### src/rtl/rr_arbiter_4_pkg.sv
// Shared definitions for the 4-way round-robin arbiter.
// State encoding and requester/index sizing.
package rr_arbiter_4_pkg;

    localparam int N_REQ = 4;
    localparam int IDX_W = 2;

    typedef enum logic {
        ST_IDLE  = 1'b0,
        ST_GRANT = 1'b1
    } state_e;

endpackage

### src/rtl/Encoder_4x2.sv
// One-hot to binary encoder for the registered grant vector.
// A zero input encodes to index 0.
module Encoder_4x2 (
    input  logic [3:0] D,
    output logic [1:0] B
);

    // Map the single set bit to its binary position
    always_comb begin
        B = 2'd0;
        unique case (1'b1)
            D[0]:    B = 2'd0;
            D[1]:    B = 2'd1;
            D[2]:    B = 2'd2;
            D[3]:    B = 2'd3;
            default: B = 2'd0;
        endcase
    end

endmodule

### src/rtl/rr_arbiter_4.sv
// Round-robin arbiter for four requesters with a registered one-hot grant.
// Grants are held until done, request drop, or the hold limit.
module rr_arbiter_4
    import rr_arbiter_4_pkg::*;
#(
    parameter int MAX_HOLD = 16,
    parameter int CNT_W    = 4
) (
    input  logic             clk,
    input  logic             rst,
    input  logic [N_REQ-1:0] req,
    input  logic             done,
    output logic [N_REQ-1:0] gnt,
    output logic [IDX_W-1:0] gnt_idx,
    output logic             gnt_valid,
    output logic             timeout
);

    state_e             state_q, state_d;
    logic [N_REQ-1:0]   gnt_q, gnt_d;
    logic [CNT_W-1:0]   cnt_q, cnt_d;
    logic [IDX_W-1:0]   last_q, last_d;
    logic               timeout_q, timeout_d;

    logic               pick_found;
    logic [IDX_W-1:0]   pick_idx;
    logic               hold_lim;
    logic               held;
    logic               release_g;

    // Binary index is always derived from the registered one-hot grant
    Encoder_4x2 u_enc (
        .D (gnt_q),
        .B (gnt_idx)
    );

    // Rotating-priority pick: scan upward from the last winner, wrapping
    always_comb begin
        logic [IDX_W-1:0] cand;
        cand       = '0;
        pick_found = 1'b0;
        pick_idx   = last_q;
        for (int k = 1; k <= N_REQ; k++) begin
            cand = last_q + IDX_W'(k);
            if (!pick_found && req[cand]) begin
                pick_found = 1'b1;
                pick_idx   = cand;
            end
        end
    end

    assign hold_lim  = (cnt_q == CNT_W'(MAX_HOLD - 1));
    assign held      = req[gnt_idx];
    assign release_g = done | ~held | hold_lim;

    // Next-state and registered-output logic
    always_comb begin
        state_d   = state_q;
        gnt_d     = gnt_q;
        cnt_d     = cnt_q;
        last_d    = last_q;
        timeout_d = 1'b0;
        unique case (state_q)
            ST_IDLE: begin
                gnt_d = '0;
                cnt_d = '0;
                if (pick_found) begin
                    state_d = ST_GRANT;
                    gnt_d   = N_REQ'(1) << pick_idx;
                    last_d  = pick_idx;
                end
            end
            ST_GRANT: begin
                cnt_d = cnt_q + CNT_W'(1);
                if (release_g) begin
                    state_d   = ST_IDLE;
                    gnt_d     = '0;
                    cnt_d     = '0;
                    timeout_d = hold_lim & ~done & held;
                end
            end
            default: begin
                state_d = ST_IDLE;
                gnt_d   = '0;
                cnt_d   = '0;
            end
        endcase
    end

    // State register; last winner resets to 3 so requester 0 wins first
    always_ff @(posedge clk or posedge rst) begin
        if (rst) begin
            state_q   <= ST_IDLE;
            gnt_q     <= '0;
            cnt_q     <= '0;
            last_q    <= IDX_W'(N_REQ - 1);
            timeout_q <= 1'b0;
        end else begin
            state_q   <= state_d;
            gnt_q     <= gnt_d;
            cnt_q     <= cnt_d;
            last_q    <= last_d;
            timeout_q <= timeout_d;
        end
    end

    assign gnt       = gnt_q;
    assign gnt_valid = |gnt_q;
    assign timeout   = timeout_q;

endmodule
### config.mk
export PLATFORM = sky130hd
export DESIGN_NAME = rr_arbiter_4
export DESIGN_NICKNAME = d
export VERILOG_FILES = /design/src/rtl/rr_arbiter_4_pkg.sv /design/src/rtl/Encoder_4x2.sv /design/src/rtl/rr_arbiter_4.sv
export SDC_FILE = /design/constraint.sdc
export NUM_CORES = 1
export LEC_CHECK = 0
export CAP_MARGIN = 20
export CORE_UTILIZATION = 25
export DETAILED_ROUTE_END_ITERATION = 6
export PLACE_DENSITY = 0.49
export SLEW_MARGIN = 40
export SYNTH_ARGS = -nofsm -noshare
export SYNTH_HDL_FRONTEND = slang
export SYNTH_SLANG_ARGS = --single-unit
### constraint.sdc
create_clock -name clk -period 2.75 [get_ports clk]
set_input_delay 0.6875 -clock clk [delete_from_list [all_inputs] [get_ports clk]]
set_output_delay 0.6875 -clock clk [all_outputs]
set_load 0.05 [all_outputs]
==> summary.md, run 1 <==
| Metric | Value |
|---|---|
| Final worst path period need | `2.47 ns` |
| Wirelength per Cell | `13.1 um` |
| Finished Layout Cells | `107` |
| Slew HR | `66.4%` |
| Global-route wire length before repair | `2500 um` |
| DR DRC count | `0` |
| Number of buffers created by CTS | `3` |
| Clock Power Share | `12.3%` |
| Layout cell share with drive strength beyond 1 | `19.0%` |
| Post-CTS Setup Repair Bufs | `0` |
| CTS resizes | `1` |
| Critical path's slowest cell | `dfrtp_1` |
| Post-Syn Instances | `61` |
| Critical-path maximum fanout | `6` |
| Max Slew Vio Count | `0` |
| Status | `complete, no violations` |
| Final worst path period share | `89.8%` |
| Sequence of cells on the critical path | `or2_2 -> or3_1 -> dlygate4sd2_1` |
| Largest net degree at the start of global routing | `13` |
| CTS tree | `built` |
| Leak | `0.356 nW` |
| Vias | `515` |
| Max-cap violations | `0` |
| Vias in the first global route | `521` |
| DRT Pass-1 Iters | `4` |
| Critical path's largest stage delay | `0.43 ns` |
| Drt initial violations | `12` |
| CP startpoint kind | `register` |
| Delay-heaviest family, CP | `simple AND/OR/NAND/NOR gates` |
| Sink Count | `12` |
| Largest family of logic cells by synthesized area | `simple AND/OR/NAND/NOR gates` |
| Logic pwr share | `58.9%` |
| Design area | `852 sq um` |
| Synth Area in Simple Gates | `26.4%` |
| Final setup fails | `0` |
| Final #Nets | `88` |
| Setup crit end kind | `primary output` |
| Worst Skew | `0.00619 ns` |
| Share of power burned in registers | `28.8%` |
| Total core area | `0.00232 sq mm` |
| Cell row count | `17` |
| Crit path from | `gnt[3]` |
| Power per cell area | `1320 mW/mm^2` |
| Initial antenna violation count | `0` |
| Internal power | `0.000565 W` |
| Initial Utilization | `27.6%` |
| Hold_buf cts | `0` |
| P_sw | `0.000557 W` |
| CP Data Arrival Time | `1.78 ns` |
| Worst EP required | `2.06 ns` |
| Fin. Hold Viols | `0` |
| Root buf cell | `clkbuf_4` |
| Clock transition at path regs | `0.07 ns` |
| Main synth FF type | `dfrtp_1` |
| # IOs | `15` |
| Synth async-reset ratio | `100%` |
| WL final | `1410 um` |
| Mux cell area share after synthesis | `3.91%` |
| Die area | `0.00276 sq mm` |
| DRT antenna net count | `0` |
| Synth Area in Compound Gates | `16.2%` |
| Synth unique cells | `32` |
| Clk_lat worst skew | `0.27 ns` |
| Synth top area cells | `dfrtp_1 (39%), dfstp_2 (8.2%), nor2_1 (4.1%)` |
| Die X | `52.6 um` |
| Worst hold slack | `0.477 ns` |
| Mapped Area | `639 sq um` |
| # diodes | `0` |
| Grt ovf | `0` |
| Die H | `52.6 um` |
| Post-DP HPWL | `1120 um` |
| Post-synth top area share | `39.1%` |
| HP Class | `reg2reg` |
| Placed Cells | `103` |
| Total track usage | `12.9%` |
| Achievable Freq | `0.405 GHz` |
| Port Buffers | `14` |
| Fraction of the mapped netlist area in adder cells | `1.96%` |
| Critical R2R Launch | `cnt_q[0]` |
| Fillers | `242` |
| #FFs+latches synth | `12` |
| Sequential area share after synthesis | `47.4%` |
| Via-per-instance ratio | `4.81` |
| Mapped Avg Cell Area | `10.5 sq um` |
| Crit Path Category | `reg2out` |
| H-tree depth | `1` |
| Xor-xnor portion of the synthesized cell area | `2.74%` |
| DP Area | `817 sq um` |
| Switching share of power | `49.7%` |
| Synth area leader | `dfrtp_1` |
| Syn. warnings | `0` |
| RSZ-0062 raised after global routing | `no` |
| Crit path buffers/inverters | `1` |
| Post-synth net total | `69` |
| Hold_sp | `cnt_q[0]` |
| Post-synth EDFFs | `0` |
| VDD IR-drop max | `0.537 mV` |
| Actual slew at the worst max-slew pin | `0.503 ns` |
| Setup TNS | `0 ns` |
| GPL Wtd Cong | `0.705` |
| Longest Clk Path Bufs | `2` |
| Layout Area Growth over Synthesis | `33.3%` |
-- worst reg2reg max path, stage by stage (launching register included) --
cell	delay, ns
dfrtp_1	0.40
ha_1	0.23
nand3_1	0.09
or3b_1	0.43
nor2_2	0.22
a22o_1	0.17
-- sequential cells by signal, indices dropped and copies added, names as in the netlist --
name and flops:
state_q 1, last_q 2, timeout 1, gnt 4, cnt_q 4
-- cells in the final DEF, fill, tap and decap left out, types with 2 or more instances in the layout --
cell | synthesis | layout
a21oi_1 | 3 | 3
clkbuf_4 | 0 | 3
clkdlybuf4s50_1 | 0 | 13
dfrtp_1 | 10 | 10
dfstp_2 | 2 | 2
nand2_1 | 2 | 2
nand2b_1 | 4 | 4
nand3_1 | 2 | 2
nor2_1 | 7 | 7
nor2_2 | 2 | 2
nor3_1 | 4 | 4
o2bb2ai_1 | 2 | 2
or2_2 | 2 | 2
-- worst paths after layout --
kind | endpoint | slack, ns | cells after the start
worst max-delay path | gnt_valid | 0.28 | 3
worst min-delay path | cnt_q[0] | 0.48 | 1
worst max register to register | gnt[0] | 1.15 | 5
worst min register to register | cnt_q[0] | 0.48 | 1
max in group asynchronous | last_q[1] | 1.68 | 2
min in group asynchronous | cnt_q[3] | 0.72 | 2
-- synth_stat cells, types with 2 or more instances --
cell       number
dfrtp_1        10
nor2_1          7
nand2b_1        4
nor3_1          4
a21oi_1         3
dfstp_2         2
nand2_1         2
nand3_1         2
nor2_2          2
o2bb2ai_1       2
or2_2           2
-- kinds of logic (layout without fill, tap and decap cells) --
kind of cell             after synthesis  after routing
flip-flops                            12             12
AND/OR/NAND/NOR                       30             30
adder cells (fa/ha/maj)                1              1
buffers and inverters                  2             20
XOR/XNOR                               2              2
AO/OA/AOI/OAI                         12             12
multiplexers                           2              2
-- stage by stage --
stage / power (W) / setup slack, ns / utilization (%)
detailed placement: 0.00101 / 0.284 / 35.2
global placement: 0.00101 / 0.307 / 35.2
floorplan: 0.000798 / 0.389 / -
CTS: 0.00113 / 0.269 / 36.8
finish: 0.00112 / 0.282 / 36.8
global route: 0.00120 / 0.213 / 36.8
-- metal layers --
layer | part of all wire, % | vias to the layer above | global-route usage [%] | wire length [um]
li1 | - | 257 | - | -
met1 | 51 | 248 | 17.9 | 718
met2 | 45 | 8 | 18.6 | 632
met3 | 2.8 | 2 | 3.77 | 40
met4 | 1.1 | 0 | 5.26 | 16
met5 | 0 | - | 0 | 0
-- cell type report --
| type | count | area, sq um | share of cell area, % |
|---|---|---|---|
| timing repair buffer | 15 | 146 | 17.2 |
| clock buffer | 4 | 36.3 | 4.26 |
| multi-input combinational | 47 | 328 | 38.5 |
| tap | 28 | 35.0 | 4.11 |
| inverter | 1 | 3.75 | 0.441 |
| sequential | 12 | 303 | 35.5 |
-- power by group through the flow --
| stage | logic [W] | registers [W] | clock network, W |
|---|---|---|---|
| 6_report | 0.000661 | 0.000323 | 0.000138 |
| 4_1_cts | 0.000666 | 0.000325 | 0.000143 |
| 5_1_grt | 0.000706 | 0.000338 | 0.000155 |
| 3_5_place_dp | 0.000678 | 0.000329 | 0 |
| 2_1_floorplan | 0.000411 | 0.000387 | 0 |
| 3_3_place_gp | 0.000685 | 0.000321 | 0 |
Power figures use the tool's default switching activity.
==> inputs of run 2 (changes only) <==
--- a/config.mk
+++ b/config.mk
@@ -5,7 +5,6 @@
 export SDC_FILE = /design/constraint.sdc
 export NUM_CORES = 1
 export LEC_CHECK = 0
-export CAP_MARGIN = 20
 export CORE_UTILIZATION = 25
 export DETAILED_ROUTE_END_ITERATION = 6
 export PLACE_DENSITY = 0.49
==> results of run 2 <==
Same layout as run 1: the final DEF is identical, and so are final timing and power.
